===== src/rtl/timestamp_capture.sv =====
// Timestamp capture FIFO: synchronises an async event line and queues counter_in snapshots.
// Define TS_DELTA_EN to store the difference from the previously accepted timestamp.
module timestamp_capture #(
    parameter int WIDTH = 32,
    parameter int DEPTH = 4
) (
    input  logic                     clk,
    input  logic                     rst,
    input  logic [WIDTH-1:0]         counter_in,
    input  logic                     event_in,
    output logic                     ts_valid,
    input  logic                     ts_ready,
    output logic [WIDTH-1:0]         ts_data,
    output logic                     overflow,
    input  logic                     clr_ovf,
    output logic [$clog2(DEPTH):0]   level
);

    localparam int AW = $clog2(DEPTH);
    localparam int LW = AW + 1;

    if ((DEPTH < 2) || ((DEPTH & (DEPTH - 1)) != 0)) begin : g_bad_depth
        $error("timestamp_capture: DEPTH must be a power of two and at least 2");
    end

    logic              sync1_q, sync2_q, evt_dly_q;
    logic [WIDTH-1:0]  mem_q [DEPTH];
    logic [AW-1:0]     wr_ptr_q, wr_ptr_d;
    logic [AW-1:0]     rd_ptr_q, rd_ptr_d;
    logic [LW-1:0]     level_q, level_d;
    logic              ovf_q, ovf_d;
    logic [WIDTH-1:0]  wdata;
    logic              rise, full, push, pop, drop;

    // Handshake: an entry is transferred at a rising clk edge where ts_valid && ts_ready;
    // ts_valid never depends on ts_ready and ts_data holds until that edge.
    assign rise = sync2_q & ~evt_dly_q;
    assign full = (level_q == LW'(DEPTH));
    assign pop  = (level_q != '0) & ts_ready;
    assign push = rise & (~full | pop);
    assign drop = rise & full & ~pop;

`ifdef TS_DELTA_EN
    logic [WIDTH-1:0] last_ts_q;

    assign wdata = counter_in - last_ts_q;

    always_ff @(posedge clk or negedge rst) begin
        if (!rst) begin
            last_ts_q <= '0;
        end else if (push) begin
            last_ts_q <= counter_in;
        end
    end
`else
    assign wdata = counter_in;
`endif

    always_comb begin
        wr_ptr_d = wr_ptr_q;
        rd_ptr_d = rd_ptr_q;
        level_d  = level_q;
        ovf_d    = ovf_q;
        if (push) wr_ptr_d = wr_ptr_q + AW'(1);
        if (pop)  rd_ptr_d = rd_ptr_q + AW'(1);
        case ({push, pop})
            2'b10:   level_d = level_q + LW'(1);
            2'b01:   level_d = level_q - LW'(1);
            default: level_d = level_q;
        endcase
        // A drop in the same cycle as a clear must leave the flag set.
        if (drop)         ovf_d = 1'b1;
        else if (clr_ovf) ovf_d = 1'b0;
    end

    always_ff @(posedge clk or negedge rst) begin
        if (!rst) begin
            sync1_q   <= 1'b0;
            sync2_q   <= 1'b0;
            evt_dly_q <= 1'b0;
            wr_ptr_q  <= '0;
            rd_ptr_q  <= '0;
            level_q   <= '0;
            ovf_q     <= 1'b0;
        end else begin
            sync1_q   <= event_in;
            sync2_q   <= sync1_q;
            evt_dly_q <= sync2_q;
            wr_ptr_q  <= wr_ptr_d;
            rd_ptr_q  <= rd_ptr_d;
            level_q   <= level_d;
            ovf_q     <= ovf_d;
        end
    end

    // Storage is cleared on reset so ts_data reads zero while the FIFO is reset.
    always_ff @(posedge clk or negedge rst) begin
        if (!rst) begin
            for (int i = 0; i < DEPTH; i++) mem_q[i] <= '0;
        end else if (push) begin
            mem_q[wr_ptr_q] <= wdata;
        end
    end

    assign ts_valid = (level_q != '0);
    assign ts_data  = mem_q[rd_ptr_q];
    assign overflow = ovf_q;
    assign level    = level_q;

endmodule

===== config.mk =====
export PLATFORM = sky130hd
export DESIGN_NAME = timestamp_capture
export DESIGN_NICKNAME = d
export VERILOG_FILES = /design/src/rtl/timestamp_capture.sv
export SDC_FILE = /design/constraint.sdc
export NUM_CORES = 1
export LEC_CHECK = 0
export ABC_AREA = 1
export CORE_ASPECT_RATIO = 0.6
export CORE_MARGIN = 2
export CORE_UTILIZATION = 61
export CTS_CLUSTER_SIZE = 24
export DETAILED_ROUTE_END_ITERATION = 7
export PLACE_DENSITY_LB_ADDON = 0.1
export SKIP_LAST_GASP = 1
export SLEW_MARGIN = 20
export SYNTH_ARGS = -nofsm -noshare
export SYNTH_HDL_FRONTEND = slang
export SYNTH_SLANG_ARGS = --single-unit

===== constraint.sdc =====
create_clock -name clk -period 3.1 [get_ports clk]
set_input_delay 0.775 -clock clk [delete_from_list [all_inputs] [get_ports clk]]
set_output_delay 0.775 -clock clk [all_outputs]
set_load 0.005 [all_outputs]

After elaboration in Yosys (flattened, before gate mapping)
Cells that the tools add are included.
Widths: inputs -> output; s select.
- bits in registers: 139
- bits in latches: 0
- memory bits (writable): 0
- bits in read-only memories: 0
- input bits: 37
- memories kept: 0
- add/subtract/negate cells: 4
- $mul: 0
- div/mod/pow operators: 0
- $lt $le $gt $ge: 3
- equality and inequality tests: 3
- shifts and indexed selects: 0
- muxes and demuxes: 9
- bitwise gates (word level): 11
- reduce and logical (&&, ||, !) cells: 4
- operator list (cell ; count):
    $bwmux 128 ; 1
    $mux 32 ; 3
    $bmux 32 s2 ; 1
    $demux 32 s2 ; 1
    $ge 3x3->1 const B ; 2
    $not 2->3 ; 2
    $pmux 3 s2 ; 1
    $and 1x1->1 ; 5
    $add 2x1->2 const B ; 2
    $reduce_bool 2->1 ; 2
    $add 3x1->3 const B ; 1
    $eq 3x3->1 const B ; 1
    $lt 3x1->1 const B ; 1
    $not 1->1 ; 3
    $reduce_bool 3->1 ; 1
    $sub 3x1->3 const B ; 1
    $eq 2x1->1 const B ; 1
    $eq 2x2->1 const B ; 1
    $mux 1 ; 2
    $logic_and 1x1->1 ; 1
    $or 1x1->1 ; 1

Depth between registers and ports, before layout
- word-level depth: 6
- depth in mapped cells: 12

Worst setup path after synthesis
OpenSTA, ideal clock, no wires.
- path type: input port to flip-flop
- start: input ts_ready
- end: register level_q[2], in the netlist level[2]
- library setup time: 0.123 ns
- data arrival time: 2.136 ns
- slack: 0.841 ns
- cell stages on the path: 10
- cell sequence: nor2_2 nand2_4 buf_4 nand2_1 ha_1 inv_1 fa_1 nand2_1 nand3_1 xor2_1
- longest elaborated chain between the ends: 5
- elaborated cells between the ends (all ways): 7
- ends and longest elaborated chain (what ; RTL line ; source):
    from (decl) ; 12 ; input logic ts_ready,
    $and 1x1->1 (*) ; 39 ; assign pop = (level_q != '0) & ts_ready;
    $or 1x1->1 ; 40 ; assign push = rise & (~full | pop);
    $and 1x1->1 ; 40 ;
    $eq 2x1->1 or $eq 2x2->1 (tied branches) ; 66 ; case ({push, pop})
    $pmux 3 s2 or $reduce_bool 2->1 (tied branches) ; n/a ;
    to (signal assigned) ; 91 ; level_q <= level_d;
    to (decl) ; 30 ; logic [LW-1:0] level_q, level_d;
Every way passes the cells marked *; elsewhere a longest branch is shown, timed or not.
A chain may end at the register's enable or synchronous reset.

Worst setup path in the final report
- start: register rd_ptr_q[1]
- end: output ts_data[22]
- longest elaborated chain between the ends: 4
- ends and longest elaborated chain (what ; RTL line ; source):
    from (decl) ; 29 ; logic [AW-1:0] rd_ptr_q, rd_ptr_d;
    from (signal assigned) ; 90 ; rd_ptr_q <= rd_ptr_d;
    $not 2->3 (not written as such) ; 106 ; assign ts_data = mem_q[rd_ptr_q];
    $bmux 32 s2 ; 106 ;
    $mux 32 (not written as such) (2 in series) ; 106 ;
    to (decl) ; 13 ; output logic [WIDTH-1:0] ts_data,
Every way passes these cells. The select of a mux whose other input is x is not followed.

==> impl_metrics.py <==
metrics = {
    "placed_design": {
        "preCtsSetupSlack_ns": 0.128,
        "dp.cells": 965,
        "hpwl_um": 10800,
        "portBuffers": 73,
        "placedInstanceArea_um2": 7430,
        "gp_congestion": 0.831,
    },
    "global_routing": {
        "grt_pass1_wl_um": 31100,
        "track_usage_pct": 33.6,
        "grt_pass1_vias": 6172,
        "grt_max_degree": 122,
        "gr-total-overflow": 0,
        "antenna_found_initial": 0,
    },
    "setup_path": {
        "critPathLaunchType": "flop",
        "cp_num_buf_inv": 2,
        "end_kind": "output port",
        "cp_data_arrival_time_ns": 2.28,
        "worst-setup-path-type": "flop to output port",
        "critPathTopFamily": "buffers and inverters",
        "cp_slowest_cell": "clkdlybuf4s50_1",
        "crit_required_ns": 2.32,
        "crit_fanout": 34,
        "max_stage_delay_ns": 0.57,
        "cp_cell_sequence": "buf_4, o21ai_0, o22ai_1, clkdlybuf4s50_1",
        "worst-r2r-setup-slack_ns": 0.88,
    },
    "timing": {
        "tightest_slew_ns": 1.01,
        "layout_min_cycle_time_ns": 3.05,
        "fin_worst_skew_ns": 0.00671,
        "final.setup.tns_ns": 0,
        "hold_viol_final": 0,
        "rsz0062_at_grt": "no",
        "fin_ws_ns": 0.0463,
        "fmax_ghz": 0.327,
        "finalSetupViolCount": 0,
        "min_period_over_period_pct": 98.5,
        "timing.slew.headroom_pct": 33.0,
        "fin_worst_hold_slack_ns": 0.358,
        "drv_slew": 0,
    },
    "detailed_routing": {
        "finalWirelength_um": 19000,
        "routed_via_density": 6.40,
        "route.vias.total": 6383,
        "drc": 0,
        "wl_met1_um": 7550,
        "drt.antenna.violating_nets": 0,
        "dr_wl_met2_um": 8930,
        "wl_per_cell_um": 19.1,
        "drt-pass1-iter-count": 6,
        "drt_iter0_drc": 653,
        "wl_met3_um": 2130,
        "routed.top_layer": "met4",
    },
    "synth": {
        "synthArstFlopShare_pct": 100,
        "synthCells": 809,
        "synth_warnings": 0,
        "syn-cell-area_um2": 6690,
        "synth.most_common_cell": "nand2_1",
        "syn_avg_cell_area_um2": 8.27,
        "ys_seq_area_share_pct": 52.0,
        "yosys.area.top_type": "dfrtp_1",
        "synth_edf_count": 0,
        "ys_seq_elements": 139,
        "synth_top_cell_area_share_pct": 52.0,
        "synthTopCellsByCount": "nand2_1, dfrtp_1, nand4_1",
        "yosys-top-cells-area": "dfrtp_1, nand2_1, nand4_1",
        "syn_nets": 852,
        "synth.distinct_cells": 22,
        "synthFlopType": "dfrtp_1",
    },
    "clock_tree": {
        "numCtsBuffers": 17,
        "insertion_delay_ns": 0.43,
        "cts-root-buf": "clkbuf_16",
        "clockBufferDepth": 2,
        "clock_sinks": 139,
        "htreeDepth": 4,
        "clk_pin_slew_ns": 0.06,
        "cts_tree": "yes",
    },
    "die": {
        "die_w_um": 139,
        "start_util_pct": 63.0,
        "design.core.area_um2": 10600,
        "die_h_um": 85.1,
        "die_area_um2": 11900,
        "io_pins": 74,
        "row_count": 29,
    },
    "power": {
        "power_density_nw_per_um2": 1130,
        "total_power_mw": 9.08,
        "ir_drop_v": 0.000828,
        "power_switching_mw": 3.49,
        "p_int_mw": 5.59,
        "switching_share_pct": 38.4,
        "p_comb_share_pct": 43.4,
        "pwr-share-clk_pct": 22.2,
        "seq_power_share_pct": 34.4,
        "p_leak_nw": 3.91,
    },
    "cells_and_area": {
        "nNetsFinal": 889,
        "fin_area_um2": 8040,
        "fin_cells": 998,
        "area_growth_pct": 20.2,
        "fin_util_pct": 75.7,
        "antennaDiodeCount": 0,
        "final_layout_size_suffix_gt1_share_pct": 7.57,
    },
    "min_path": {
        "hold_path_class": "flop to flop",
    },
    "outcome": {
        "status": "completed",
    },
    "run": {
        "max_cap_violations": 0,
    },
}
-- path summary, 6_finish.rpt --
path,to,start,depth (start not counted)
worst max-delay path,ts_data[22],rd_ptr_q[1],4
worst min-delay path,sync2_q,sync1_q,0
worst max register to register,mem_q[47],level[2],7
worst min register to register,sync2_q,sync1_q,0
max in group asynchronous,mem_q[30],rst,2
min in group asynchronous,level[0],rst,1
-- sequential cells by signal, indices dropped and copies added, names as in the netlist --
signal / count
mem_q: 128
wr_ptr_q: 2
rd_ptr_q: 2
evt_dly_q: 1
sync1_q: 1
sync2_q: 1
overflow: 1
level: 3
-- cells in the final DEF, fill, tap and decap left out, types with 2 or more instances in the layout --
cell type        count
buf_12               4
buf_4               17
buf_6                2
bufinv_16            2
clkbuf_1             3
clkbuf_16           17
clkbuf_8             4
clkdlybuf4s50_1     72
clkinv_2             6
dfrtp_1            138
ha_1                 5
inv_1               11
nand2_1            267
nand3_1              4
nand3_2              4
nand4_1            128
nor2_1              64
nor2_2               2
o21ai_0             67
o22ai_1             30
o22ai_2              2
xnor2_1              2
xor2_1               2
-- timing repair --
| item | 4_1_cts | 5_1_grt |
|---|---|---|
| endpoints found under the setup margin | 0 | 14 |
| hold buffers | 0 | 0 |
| gates resized for setup | 0 | 5 |
| buffers inserted | 0 | 1 |
-- power by group through the flow --
stage / Combinational, mW / Sequential [mW] / Clock (mW)
CTS: 3.83 / 3.13 / 2.01
detailed placement: 3.79 / 3.14 / 0
global route: 4.33 / 3.23 / 2.12
global placement: 3.65 / 3.10 / 0
floorplan: 2.22 / 2.98 / 0
finish: 3.94 / 3.13 / 2.01
-- layer usage --
layer | up-vias | track usage (%)
met1 | 3096 | 45.4
met4 | 0 | 13.7
met3 | 54 | 9.71
li1 | 2849 | -
met5 | - | 0
met2 | 384 | 52.1
-- area by class of cell --
class / instances / area [um2]
inverter: 13 / 52.6
sequential: 139 / 3480
tap: 139 / 174
clock inverter: 8 / 90.1
multi-input combinational: 580 / 2800
clock buffer: 24 / 492
fill: 766 / 2590
timing repair buffer: 95 / 951
-- logic make-up (layout without fill, tap and decap cells) --
family / count (synthesis) / count (layout) / synth area share (%)
AO/OA/AOI/OAI: 99 / 99 / 8.00
XOR/XNOR: 4 / 4 / 0.524
adder cells (fa/ha/maj): 6 / 6 / 1.23
buffers and inverters: 90 / 140 / 6.32
flip-flops: 139 / 139 / 52.0
AND/OR/NAND/NOR: 471 / 471 / 31.9
No activity file was read; power rests on OpenSTA's default activity.
